## config.mk

```make
export PLATFORM = sky130hd
export DESIGN_NAME = mem_arbiter_flat
export DESIGN_NICKNAME = d
export VERILOG_FILES = /design/src/rtl/mem_arbiter_if.sv /design/src/rtl/mem_arbiter.sv /design/src/flat_wrapper.sv
export SDC_FILE = /design/constraint.sdc
export NUM_CORES = 1
export LEC_CHECK = 0
export ABC_AREA = 1
export ABC_CLOCK_PERIOD_IN_PS = 1470
export CAP_MARGIN = 20
export CORE_MARGIN = 1.5
export CORE_UTILIZATION = 34
export DETAILED_ROUTE_END_ITERATION = 16
export MAX_ROUTING_LAYER = met4
export PLACE_DENSITY = 0.77
export SYNTH_ARGS = -nofsm -noshare
export SYNTH_HDL_FRONTEND = slang
export SYNTH_SLANG_ARGS = --single-unit
```

## constraint.sdc

```tcl
create_clock -name clk -period 1.47 [get_ports clk]
set_input_delay 0.3675 -clock clk [delete_from_list [all_inputs] [get_ports clk]]
set_output_delay 0.3675 -clock clk [all_outputs]
set_load 0.1 [all_outputs]
```

## src/rtl/mem_arbiter_if.sv

```systemverilog
// mem_arbiter_if: one requester port of the memory arbiter.
// master = requester side, slave = arbiter side.
interface mem_arbiter_if;
   logic        req;
   logic        we;
   logic [31:0] addr;
   logic [31:0] wdata;
   logic        ack;
   logic [31:0] rdata;
   logic        err;

   modport master (
      output req, we, addr, wdata,
      input  ack, rdata, err
   );

   modport slave (
      input  req, we, addr, wdata,
      output ack, rdata, err
   );
endinterface

```

## src/rtl/mem_arbiter.sv

```systemverilog
// mem_arbiter: shares DMEM and GPIO between two requesters via IDLE/ISSUE/RESP.
// Define MEM_ARB_RR_EN for round-robin grants; default is fixed p0 > p1.
module mem_arbiter #(
   parameter int ADDR_W   = 8,
   parameter int GPIO_BIT = 31
) (
   input  logic              clk,
   input  logic              rst,
   mem_arbiter_if.slave      p0,
   mem_arbiter_if.slave      p1,
   output logic [ADDR_W-1:0] mem_addr,
   output logic [31:0]       mem_wdata,
   output logic              mem_we,
   input  logic [31:0]       mem_q,
   output logic              gpio_we,
   output logic [31:0]       gpio_wdata,
   input  logic [31:0]       gpio_rdata,
   output logic              busy
);

   typedef enum logic [1:0] {
      IDLE  = 2'd0,
      ISSUE = 2'd1,
      RESP  = 2'd2
   } state_e;

   state_e            state_q, state_d;
   logic              owner_q, owner_d;
   logic              we_q, we_d;
   logic              sel_q, sel_d;
   logic              mis_q, mis_d;
   logic [ADDR_W-1:0] addr_q, addr_d;
   logic [31:0]       wdata_q, wdata_d;
   logic              mem_we_q, mem_we_d;
   logic              gpio_we_q, gpio_we_d;
   logic [31:0]       rd0_q, rd0_d;
   logic [31:0]       rd1_q, rd1_d;

   logic              grant1;
   logic              req_we;
   logic              req_sel;
   logic              req_mis;
   logic [ADDR_W-1:0] req_addr;
   logic [31:0]       req_wdata;
   logic [31:0]       resp_val;

`ifdef MEM_ARB_RR_EN
   logic              ptr_q, ptr_d;

   // ptr_q is the last granted port; on contention the other one wins
   assign grant1 = p1.req & (~p0.req | ~ptr_q);
`else
   assign grant1 = p1.req & ~p0.req;
`endif

   always_comb begin
      req_we    = grant1 ? p1.we : p0.we;
      req_wdata = grant1 ? p1.wdata : p0.wdata;
      req_addr  = grant1 ? p1.addr[ADDR_W+1:2]
                         : p0.addr[ADDR_W+1:2];
      req_sel   = grant1 ? p1.addr[GPIO_BIT]
                         : p0.addr[GPIO_BIT];
      req_mis   = grant1 ? (|p1.addr[1:0])
                         : (|p0.addr[1:0]);
   end

   assign resp_val = mis_q ? 32'h0
                   : (sel_q ? gpio_rdata : mem_q);

   always_comb begin
      state_d   = state_q;
      owner_d   = owner_q;
      we_d      = we_q;
      sel_d     = sel_q;
      mis_d     = mis_q;
      addr_d    = addr_q;
      wdata_d   = wdata_q;
      mem_we_d  = 1'b0;
      gpio_we_d = 1'b0;
      rd0_d     = rd0_q;
      rd1_d     = rd1_q;
`ifdef MEM_ARB_RR_EN
      ptr_d     = ptr_q;
`endif
      unique case (state_q)
         IDLE: begin
            if (p0.req | p1.req) begin
               owner_d   = grant1;
               we_d      = req_we;
               sel_d     = req_sel;
               mis_d     = req_mis;
               addr_d    = req_addr;
               wdata_d   = req_wdata;
               mem_we_d  = req_we & ~req_sel & ~req_mis;
               gpio_we_d = req_we & req_sel & ~req_mis;
`ifdef MEM_ARB_RR_EN
               ptr_d     = grant1;
`endif
               state_d   = ISSUE;
            end
         end
         ISSUE: begin
            state_d = RESP;
         end
         RESP: begin
            if (!we_q) begin
               if (owner_q) rd1_d = resp_val;
               else         rd0_d = resp_val;
            end
            state_d = IDLE;
         end
         default: begin
            state_d = IDLE;
         end
      endcase
   end

   always_ff @(posedge clk or negedge rst) begin
      if (!rst) begin
         state_q   <= IDLE;
         owner_q   <= 1'b0;
         we_q      <= 1'b0;
         sel_q     <= 1'b0;
         mis_q     <= 1'b0;
         addr_q    <= '0;
         wdata_q   <= 32'h0;
         mem_we_q  <= 1'b0;
         gpio_we_q <= 1'b0;
         rd0_q     <= 32'h0;
         rd1_q     <= 32'h0;
`ifdef MEM_ARB_RR_EN
         ptr_q     <= 1'b0;
`endif
      end else begin
         state_q   <= state_d;
         owner_q   <= owner_d;
         we_q      <= we_d;
         sel_q     <= sel_d;
         mis_q     <= mis_d;
         addr_q    <= addr_d;
         wdata_q   <= wdata_d;
         mem_we_q  <= mem_we_d;
         gpio_we_q <= gpio_we_d;
         rd0_q     <= rd0_d;
         rd1_q     <= rd1_d;
`ifdef MEM_ARB_RR_EN
         ptr_q     <= ptr_d;
`endif
      end
   end

   // read data is passed through during RESP, then held in rdN_q
   assign p0.ack   = (state_q == RESP) & ~owner_q;
   assign p1.ack   = (state_q == RESP) & owner_q;
   assign p0.err   = p0.ack & mis_q;
   assign p1.err   = p1.ack & mis_q;
   assign p0.rdata = (p0.ack & ~we_q) ? resp_val : rd0_q;
   assign p1.rdata = (p1.ack & ~we_q) ? resp_val : rd1_q;

   assign mem_addr   = addr_q;
   assign mem_wdata  = wdata_q;
   assign gpio_wdata = wdata_q;
   assign mem_we     = mem_we_q;
   assign gpio_we    = gpio_we_q;
   assign busy       = (state_q != IDLE);

endmodule

```

## src/flat_wrapper.sv

```systemverilog
// flat-port wrapper written by rule: the top's interface ports become plain ports
module mem_arbiter_flat 
#(
   parameter int ADDR_W   = 8,
   parameter int GPIO_BIT = 31
)
  (clk, rst, mem_addr, mem_wdata, mem_we, mem_q, gpio_we, gpio_wdata, gpio_rdata, busy, p0_req, p0_we, p0_addr, p0_wdata, p0_ack, p0_rdata, p0_err, p1_req, p1_we, p1_addr, p1_wdata, p1_ack, p1_rdata, p1_err);
  mem_arbiter_if p0_i ();
  mem_arbiter_if p1_i ();
  input  logic clk;
  input  logic rst;
  output logic [ADDR_W-1:0] mem_addr;
  output logic [31:0] mem_wdata;
  output logic mem_we;
  input  logic [31:0] mem_q;
  output logic gpio_we;
  output logic [31:0] gpio_wdata;
  input  logic [31:0] gpio_rdata;
  output logic busy;
  input wire logic [$bits(p0_i.req)-1:0] p0_req;
  input wire logic [$bits(p0_i.we)-1:0] p0_we;
  input wire logic [$bits(p0_i.addr)-1:0] p0_addr;
  input wire logic [$bits(p0_i.wdata)-1:0] p0_wdata;
  output wire logic [$bits(p0_i.ack)-1:0] p0_ack;
  output wire logic [$bits(p0_i.rdata)-1:0] p0_rdata;
  output wire logic [$bits(p0_i.err)-1:0] p0_err;
  input wire logic [$bits(p1_i.req)-1:0] p1_req;
  input wire logic [$bits(p1_i.we)-1:0] p1_we;
  input wire logic [$bits(p1_i.addr)-1:0] p1_addr;
  input wire logic [$bits(p1_i.wdata)-1:0] p1_wdata;
  output wire logic [$bits(p1_i.ack)-1:0] p1_ack;
  output wire logic [$bits(p1_i.rdata)-1:0] p1_rdata;
  output wire logic [$bits(p1_i.err)-1:0] p1_err;
  assign p0_i.req = p0_req;
  assign p0_i.we = p0_we;
  assign p0_i.addr = p0_addr;
  assign p0_i.wdata = p0_wdata;
  assign p0_ack = p0_i.ack;
  assign p0_rdata = p0_i.rdata;
  assign p0_err = p0_i.err;
  assign p1_i.req = p1_req;
  assign p1_i.we = p1_we;
  assign p1_i.addr = p1_addr;
  assign p1_i.wdata = p1_wdata;
  assign p1_ack = p1_i.ack;
  assign p1_rdata = p1_i.rdata;
  assign p1_err = p1_i.err;
  mem_arbiter #(.ADDR_W(ADDR_W), .GPIO_BIT(GPIO_BIT)) u_core (.clk(clk), .rst(rst), .p0(p0_i), .p1(p1_i), .mem_addr(mem_addr), .mem_wdata(mem_wdata), .mem_we(mem_we), .mem_q(mem_q), .gpio_we(gpio_we), .gpio_wdata(gpio_wdata), .gpio_rdata(gpio_rdata), .busy(busy));
endmodule
```

# --- After elaboration in Yosys (flattened, before gate mapping) ---
# Cells that the tools add are included.
# Widths: inputs -> output; s select.
totals:
  elab_cells: 53
  output_inout_bits: 143
  in_bits: 198
  regBits: 112
op_classes:
  n_mux: 15
  n_eq_ne: 3
  n_bitwise: 17
  n_reduce_logical: 7
op_table:
  columns: ["op", "n"]
  rows:
  - ["$mux 32", 5]
  - ["$and 1x1->1", 11]
  - ["$mux 8", 1]
  - ["$mux 1", 7]
  - ["$reduce_and 3->1", 2]
  - ["$not 1->1", 5]
  - ["$pmux 2 s2", 1]
  - ["$reduce_or 2->1", 2]
  - ["$eq 2x1->1 const B", 1]
  - ["$eq 2x2->1 const B", 1]
  - ["$logic_not 2->1", 1]
  - ["$mux 2", 1]
  - ["$ne 2x1->1 const B", 1]
  - ["$reduce_and 2->1", 1]
  - ["$reduce_bool 2->1", 1]
  - ["$or 1x1->1", 1]

# --- Longest topological paths before layout ---
# Gate-level depths: netlist of run 1.
logic_depth:
  ltp_word: 8
  mapped_depth: 8
  mapped_depth_nobuf: 6

# --- Worst setup path after synthesis of run 1 ---
# Ideal clock, no wire load.
synth_path:
  kind: "register to output"
  start: "register u_core.state_q[0]"
  end: "output port p0_rdata[10]"
  path_stages_with_launch: 8
  n_path_buf: 1
  t_required_ns: 1.102
  setup_slack_ns: -1.911
  arrival_ns: 3.014
  path_cell_list: "dfrtp_1 > inv_1 > nand2_1 > nor2_1 > nand2_1 > buf_2 > nand2_1 > nand2_1"
synth_via:
  elab_chain_len: 4
synth_lines:
  columns: ["item", "line", "rtl"]
  rows:
  - ["start, declared", "mem_arbiter.sv:27", "state_e state_q, state_d;"]
  - ["start signal, assigned", "mem_arbiter.sv:135", "state_q <= state_d;"]
  - ["$eq 2x2->1", "mem_arbiter.sv:153", "assign p0.ack = (state_q == RESP) & ~owner_q;"]
  - ["$and 1x1->1", "mem_arbiter.sv:153", null]
  - ["via p0_ack", "flat_wrapper.sv:24", "output wire logic [$bits(p0_i.ack)-1:0] p0_ack;"]
  - ["$and 1x1->1", "mem_arbiter.sv:157", "assign p0.rdata = (p0.ack & ~we_q) ? resp_val : rd0_q;"]
  - ["$mux 32", "mem_arbiter.sv:157", null]
  - ["end, declared", "flat_wrapper.sv:25", "output wire logic [$bits(p0_i.rdata)-1:0] p0_rdata;"]
# The timed path passes the listed nets, and every way through them passes these cells.

# --- Worst setup path in the final report of run 1 ---
layout_path:
  start: "register u_core.owner_q"
  end: "output port p0_rdata[1]"
layout_via:
  elab_chain_len: 4
layout_lines:
  columns: ["item", "line", "rtl"]
  rows:
  - ["start, declared", "mem_arbiter.sv:28", "logic owner_q, owner_d;"]
  - ["start signal, assigned", "mem_arbiter.sv:136", "owner_q <= owner_d;"]
  - ["$not 1->1", "mem_arbiter.sv:153", null]
  - ["$and 1x1->1", "mem_arbiter.sv:153", null]
  - ["$and 1x1->1", "mem_arbiter.sv:157", null]
  - ["$mux 32", "mem_arbiter.sv:157", null]
# No other way between the ends.

==> results of run 1 <==
==> worst paths after layout <==
| path | from | endpoint | slack [ns] |
|---|---|---|---|
| setup reg to reg | u_core.state_q[1]$_DFFE_PN0P_ | u_core.gpio_wdata[30]$_DFFE_PN0P_ | -0.16 |
| hold / removal | rst | u_core.rd1_q[6]$_DFFE_PN0P_ | 0.50 |
| setup / recovery | u_core.owner_q$_DFFE_PN0P_ | p0_rdata[1] | -0.78 |
| max in group asynchronous | rst | u_core.gpio_wdata[5]$_DFFE_PN0P_ | 0.45 |
| hold reg to reg | u_core.rd0_q[0]$_DFFE_PN0P_ | u_core.rd0_q[0]$_DFFE_PN0P_ | 0.52 |
| min in group clk | u_core.rd0_q[0]$_DFFE_PN0P_ | u_core.rd0_q[0]$_DFFE_PN0P_ | 0.52 |
==> placed cells by master, fill, tap and decap left out, types with 4 or more instances in the layout <==
master           instances
inv_2                    4
nor3_4                   4
nor2_2                  17
nand2_1                304
buf_4                   58
clkbuf_16               14
dfrtp_1                 78
buf_12                 163
nand2_2                 61
clkdlybuf4s50_1        154
o21ai_1                  6
dfrtp_2                 34
buf_6                   31
nor2_4                   5
clkbuf_8                 4
nor2_1                  53
inv_1                    5
buf_16                   5
nand3_1                  4
nand2_4                 77
o21ai_0                 26
nand2_8                 76
==> timing repair <==
action	in CTS	in global routing
gates cloned	4	6
resized for setup	69	143
pin swaps	10	31
hold buffers	1	0
buffers inserted	20	29
endpoints found under the hold margin	22	0
endpoints found under the setup margin	73	139
==> worst max-delay path, cell delays in order (launching register included) <==
cell,delay [ns]
dfrtp_2,0.46
buf_6,0.13
nor2_4,0.17
nand2_8,0.11
buf_12,0.16
buf_16,0.16
nand2_4,0.10
nand2_8,0.05
buf_12,0.16
==> cells by family (layout without fill, tap and decap cells) <==
family	Yosys count	in the layout	share of synthesized area, %
AO/OA/AOI/OAI	35	35	3.13
buffers and inverters	80	445	8.00
AND/OR/NAND/NOR	601	601	39.9
flip-flops	112	112	49.0
other	0	2	0
==> metal layers <==
layer / GRT usage (%) / wire (um) / vias up
li1: - / - / 3205
met1: 31.0 / 9890 / 3390
met2: 51.4 / 14900 / 268
met3: 5.63 / 1400 / 58
met4: 10.4 / 887 / 0
met5: - / 0 / -
==> registers in the layout (all words and copies together) (netlist names) <==
register / flops
u_core.owner_q: 1
u_core.mis_q: 1
u_core.rd1_q: 32
u_core.gpio_wdata: 32
u_core.we_q: 1
u_core.sel_q: 1
u_core.rd0_q: 32
u_core.state_q: 2
u_core.mem_we: 1
u_core.gpio_we: 1
u_core.mem_addr: 8
==> area by class of cell <==
class / count / area share (%)
Clock inverter: 2 / 0.252
Sequential cell: 112 / 20.4
Clock buffer: 14 / 2.04
Timing Repair Buffer: 419 / 42.3
Multi-Input combinational cell: 636 / 32.7
Inverter: 10 / 0.287
Antenna cell: 2 / 0.0359
Tap cell: 220 / 1.98
==> per-stage QoR <==
stage | utilization, % | setup WS [ns] | cells | area, um2
after floorplan | - | -0.724 | 828 | 7390
after global placement | 74.3 | -0.489 | 1343 | 12300
after detailed placement | 74.3 | -0.510 | 1343 | 12300
after CTS | 79.5 | -0.734 | 1384 | 13100
after global routing | 84.3 | -0.845 | 1415 | 13900
final | 84.3 | -0.777 | 1415 | 13900
==> results by group, run 1 <==
Cells and area
  – Layout cell share with drive strength beyond 1: 47.0%
  – Reg area: 2850 um2
  – Fillers: 824
  – Multi-input logic area: 4550 um2
  – Nets: 1386
  – Synthesis-to-finish area growth: 143%

Routing
  – # DRC: 0
  – Total wire length: 27100 um
  – Starting DRT DRC Count: 318
  – Drt via density: 4.89
  – DR pass1 iterations: 4
  – Post-DRT Antenna Nets: 0
  – Wirelength per Cell: 19.1 um
  – Total number of vias: 6921

Synth
  – Register area share after synthesis: 49.0%
  – YS warnings: 0
  – Top_reg_cell synth: dfrtp_1
  – Syn_area_per_cell: 6.91 um2
  – Mapped Cells: 828
  – Syn nets: 1026
  – Yosys cell types: 15
  – Number of synthesized flops with an enable pin: 0
  – Most numerous cell in the Yosys netlist: nand2_1
  – Leading area contributor after synthesis: dfrtp_1
  – #FFs+latches synth: 112
  – Dominant cells by area after synthesis: dfrtp_1 (49%), nand2_1 (34%), nor2_1 (4.8%), buf_4 (4.2%), o21ai_0 (3.0%)
  – Post-Syn Area: 5720 um2
  – Top post-synthesis cells by count: nand2_1 (517), dfrtp_1 (112), nor2_1 (73)
  – Yosys top cell area share: 49.0%
  – FFs w/ async S/R, synth: 100%

Clock tree
  – Clock buffer depth: 2
  – Worst-Skew Late Latency: 0.36 ns
  – H-tree depth: 3
  – Root buf cell: clkbuf_16
  – CTS Buf Count: 9
  – Clock transition at the registers of the reported paths: 0.07 ns
  – TritonCTS clock tree: built
  – Clk sinks: 112

STA
  – Setup_tns: -53.53 ns
  – RSZ-0062 raised after global routing: yes
  – Final setup fails: 135
  – Final period utilization: 153%
  – Worst-Margin Slew: 0.450 ns
  – Fin crit period: 2.25 ns
  – Fmax: 0.445 GHz
  – Slew margin rel.: 70.0%
  – Final hold violation count: 0
  – Count of pins over their slew limit: 0
  – Final worst slack: -0.777 ns
  – Hold Slack: 0.499 ns
  – Clock skew: 0.0115 ns

GRT
  – Number of global-route vias before repair: 7120
  – Gr usage total: 28.5%
  – Grt ovf: 0
  – Initial antenna violation count: 2
  – Global-route wire length before repair: 37500 um
  – Largest net degree at the start of global routing: 35

Critical path
  – Worst Setup Path Type: reg -> out
  – Worst setup SP type: flip-flop
  – WP data required: 1.10 ns
  – Kind of end point of the critical path: output pin
  – WP data arrival: 1.88 ns
  – Critical path fanouts, max: 7
  – R2R depth: 10

Place
  – Placer congestion estimate: 0.892
  – I/O Buffers: 298
  – DP HPWL: 18000 um

Floorplan
  – Die area: 17600 um2
  – Die height: 133 um
  – Row count: 47
  – Core Area: 16500 um2
  – Initial Utilization: 34.6%
  – Width of the die: 133 um
  – I/O pin total: 341

Status
  – Failing checks: setup timing
  – Status: finished, violations left

Run
  – # Max-Cap Violations: 0

Min path
  – Hold Path Class: in -> async
Power of run 1 is left out: the tool's default activity adds up to more than one toggle a clock period on the data nets, which glitch-free logic cannot reach.
==> inputs of run 2 (changes only) <==
--- a/config.mk
+++ b/config.mk
@@ -11,7 +11,6 @@
 export CORE_MARGIN = 1.5
 export CORE_UTILIZATION = 34
 export DETAILED_ROUTE_END_ITERATION = 16
-export MAX_ROUTING_LAYER = met4
 export PLACE_DENSITY = 0.77
 export SYNTH_ARGS = -nofsm -noshare
 export SYNTH_HDL_FRONTEND = slang
==> results by group, run 2 (synthesized netlist as in run 1, its figures left out) <==
Floorplan
  – Width of the die: 133 um
  – Die area: 17600 um2
  – I/O pin total: 341
  – Die height: 133 um
  – Initial Utilization: 34.6%
  – Core Area: 16500 um2
  – Row count: 47

STA
  – Count of pins over their slew limit: 0
  – Final period utilization: 157%
  – RSZ-0062 raised after global routing: yes
  – Setup_tns: -53.01 ns
  – Slew margin rel.: 71.1%
  – Worst-Margin Slew: 0.433 ns
  – Final setup fails: 132
  – Fmax: 0.433 GHz
  – Final worst slack: -0.840 ns
  – Clock skew: 0.00862 ns
  – Fin crit period: 2.31 ns
  – Final hold violation count: 0

Routing
  – Drt via density: 4.91
  – DR pass1 iterations: 5
  – Total number of vias: 6947
  – Wirelength per Cell: 19.6 um
  – Starting DRT DRC Count: 328
  – # DRC: 0
  – Post-DRT Antenna Nets: 0
  – Total wire length: 27800 um

Min path
  – Hold Path Class: in -> async

Cells and area
  – Commonest non-fill, non-tap cell in the layout: nand2_1
  – Synthesis-to-finish area growth: 144%
  – Final Instance Area: 13900 um2
  – Layout cell share with drive strength beyond 1: 46.9%
  – Most frequent cells in the layout: nand2_1 (306), buf_12 (163), clkdlybuf4s50_1 (154)
  – Nets: 1387

Critical path
  – Slowest cell on crit path: dfrtp_1
  – Critical Path, Cell by Cell: buf_6 > o21ai_0 > nor2_1 > nand2_2 > nand2_8 > buf_12
  – WP buf/inv: 2
  – Kind of end point of the critical path: output pin
  – Reg2reg end: u_core.gpio_wdata[30]$_DFFE_PN0P_
  – Worst path max stage delay: 0.41 ns
  – Critical path fanouts, max: 19
  – WP data arrival: 1.94 ns
  – R2R depth: 10
  – WP data required: 1.10 ns
  – Cell family with most CP delay: simple AND/OR/NAND/NOR gates
  – Worst Setup Path Type: reg -> out
  – Reg-to-reg setup timing slack: -0.14 ns
  – Worst setup SP type: flip-flop
  – Reg2reg start: u_core.state_q[1]$_DFFE_PN0P_

Clock tree
  – Clock buffer depth: 2
  – Root buf cell: clkbuf_16
  – Clk sinks: 112
  – Worst-Skew Late Latency: 0.36 ns
  – H-tree depth: 3
  – CTS Buf Count: 9
  – TritonCTS clock tree: built
  – Clock transition at the registers of the reported paths: 0.07 ns

Place
  – Placer congestion estimate: 0.877
  – DP HPWL: 18000 um
  – I/O Buffers: 298
  – Placed cell area: 12300 um2

Run
  – # Max-Cap Violations: 0

Status
  – Failing checks: setup timing
  – Status: finished, violations left

GRT
  – Grt ovf: 0
  – Initial antenna violation count: 2
  – Gr usage total: 27.6%
  – Largest net degree at the start of global routing: 35
  – Number of global-route vias before repair: 7087
  – Global-route wire length before repair: 37700 um
run 2: cell types whose count changed in the layout (fill, tap and decap cells not counted), sizes merged:
cell    change
clkbuf      +1
diode       -1
run 2: how the worst max path moves through the flow:
stage                     cells past startpoint           end                     startpoint
after detailed placement                      6  p0_rdata[14]                      mem_q[14]
after CTS                                     8   p0_rdata[7]  u_core.state_q[0]$_DFFE_PN0P_
after floorplan                               7  p0_rdata[10]  u_core.state_q[0]$_DFFE_PN0P_
final                                         6  p1_rdata[31]       u_core.sel_q$_DFFE_PN0P_
after global routing                          6  p1_rdata[31]       u_core.sel_q$_DFFE_PN0P_
after global placement                        6   p1_rdata[0]                  gpio_rdata[0]
run 2: through the flow:
| stage | utilization (%) | worst slack (ns) | hold slack [ns] | instances |
|---|---|---|---|---|
| floorplan | - | -0.724 | 0.0719 | 828 |
| global placement | 74.3 | -0.489 | 0.339 | 1343 |
| detailed placement | 74.3 | -0.510 | 0.336 | 1343 |
| CTS | 79.5 | -0.734 | 0.495 | 1384 |
| global route | 84.4 | -0.867 | 0.528 | 1415 |
| finish | 84.4 | -0.840 | 0.491 | 1415 |
run 2: cell type report:
class,instances,area [um2]
multi-input cells,636,4540
fillers,826,2580
clock inverters,2,35.0
flip-flops and latches,112,2850
repair buffers,420,5920
clock buffers,14,284
inverters,10,40.0
diodes,1,2.50
well taps,220,275
run 2: worst reg2reg max path, delay by kind of cell (launching register included):
kind	cells	cell delay, ns
DFF	1	0.41
buffers and inverters	6	0.74
and+or+nand+nor	4	0.40
run 2: metal layers:
layer	part of all wire, %	global-route usage [%]	vias to the layer above
li1	-	-	3206
met1	36	30.7	3397
met2	55	51.3	276
met3	5.9	6.40	66
met4	3.7	10.2	2
met5	0.047	0	-
run 2: repair_timing:
action / 4_1_cts / 5_1_grt
resized for setup: 69 / 143
buffers inserted: 20 / 29
hold buffers: 1 / 0
endpoints found under the hold margin: 22 / 0
gates cloned: 4 / 7
setup endpoints to repair: 73 / 139
pin swaps: 10 / 32
Power of run 2 is left out for the same reason.
==> inputs of run 3 (changes only) <==
--- a/config.mk
+++ b/config.mk
@@ -12,6 +12,7 @@
 export CORE_UTILIZATION = 34
 export DETAILED_ROUTE_END_ITERATION = 16
 export PLACE_DENSITY = 0.77
+export SLEW_MARGIN = 20
 export SYNTH_ARGS = -nofsm -noshare
 export SYNTH_HDL_FRONTEND = slang
 export SYNTH_SLANG_ARGS = --single-unit
==> results of run 3 <==
Final layout, timing and power as in run 2 (identical DEF).
Power of run 3 is left out for the same reason.
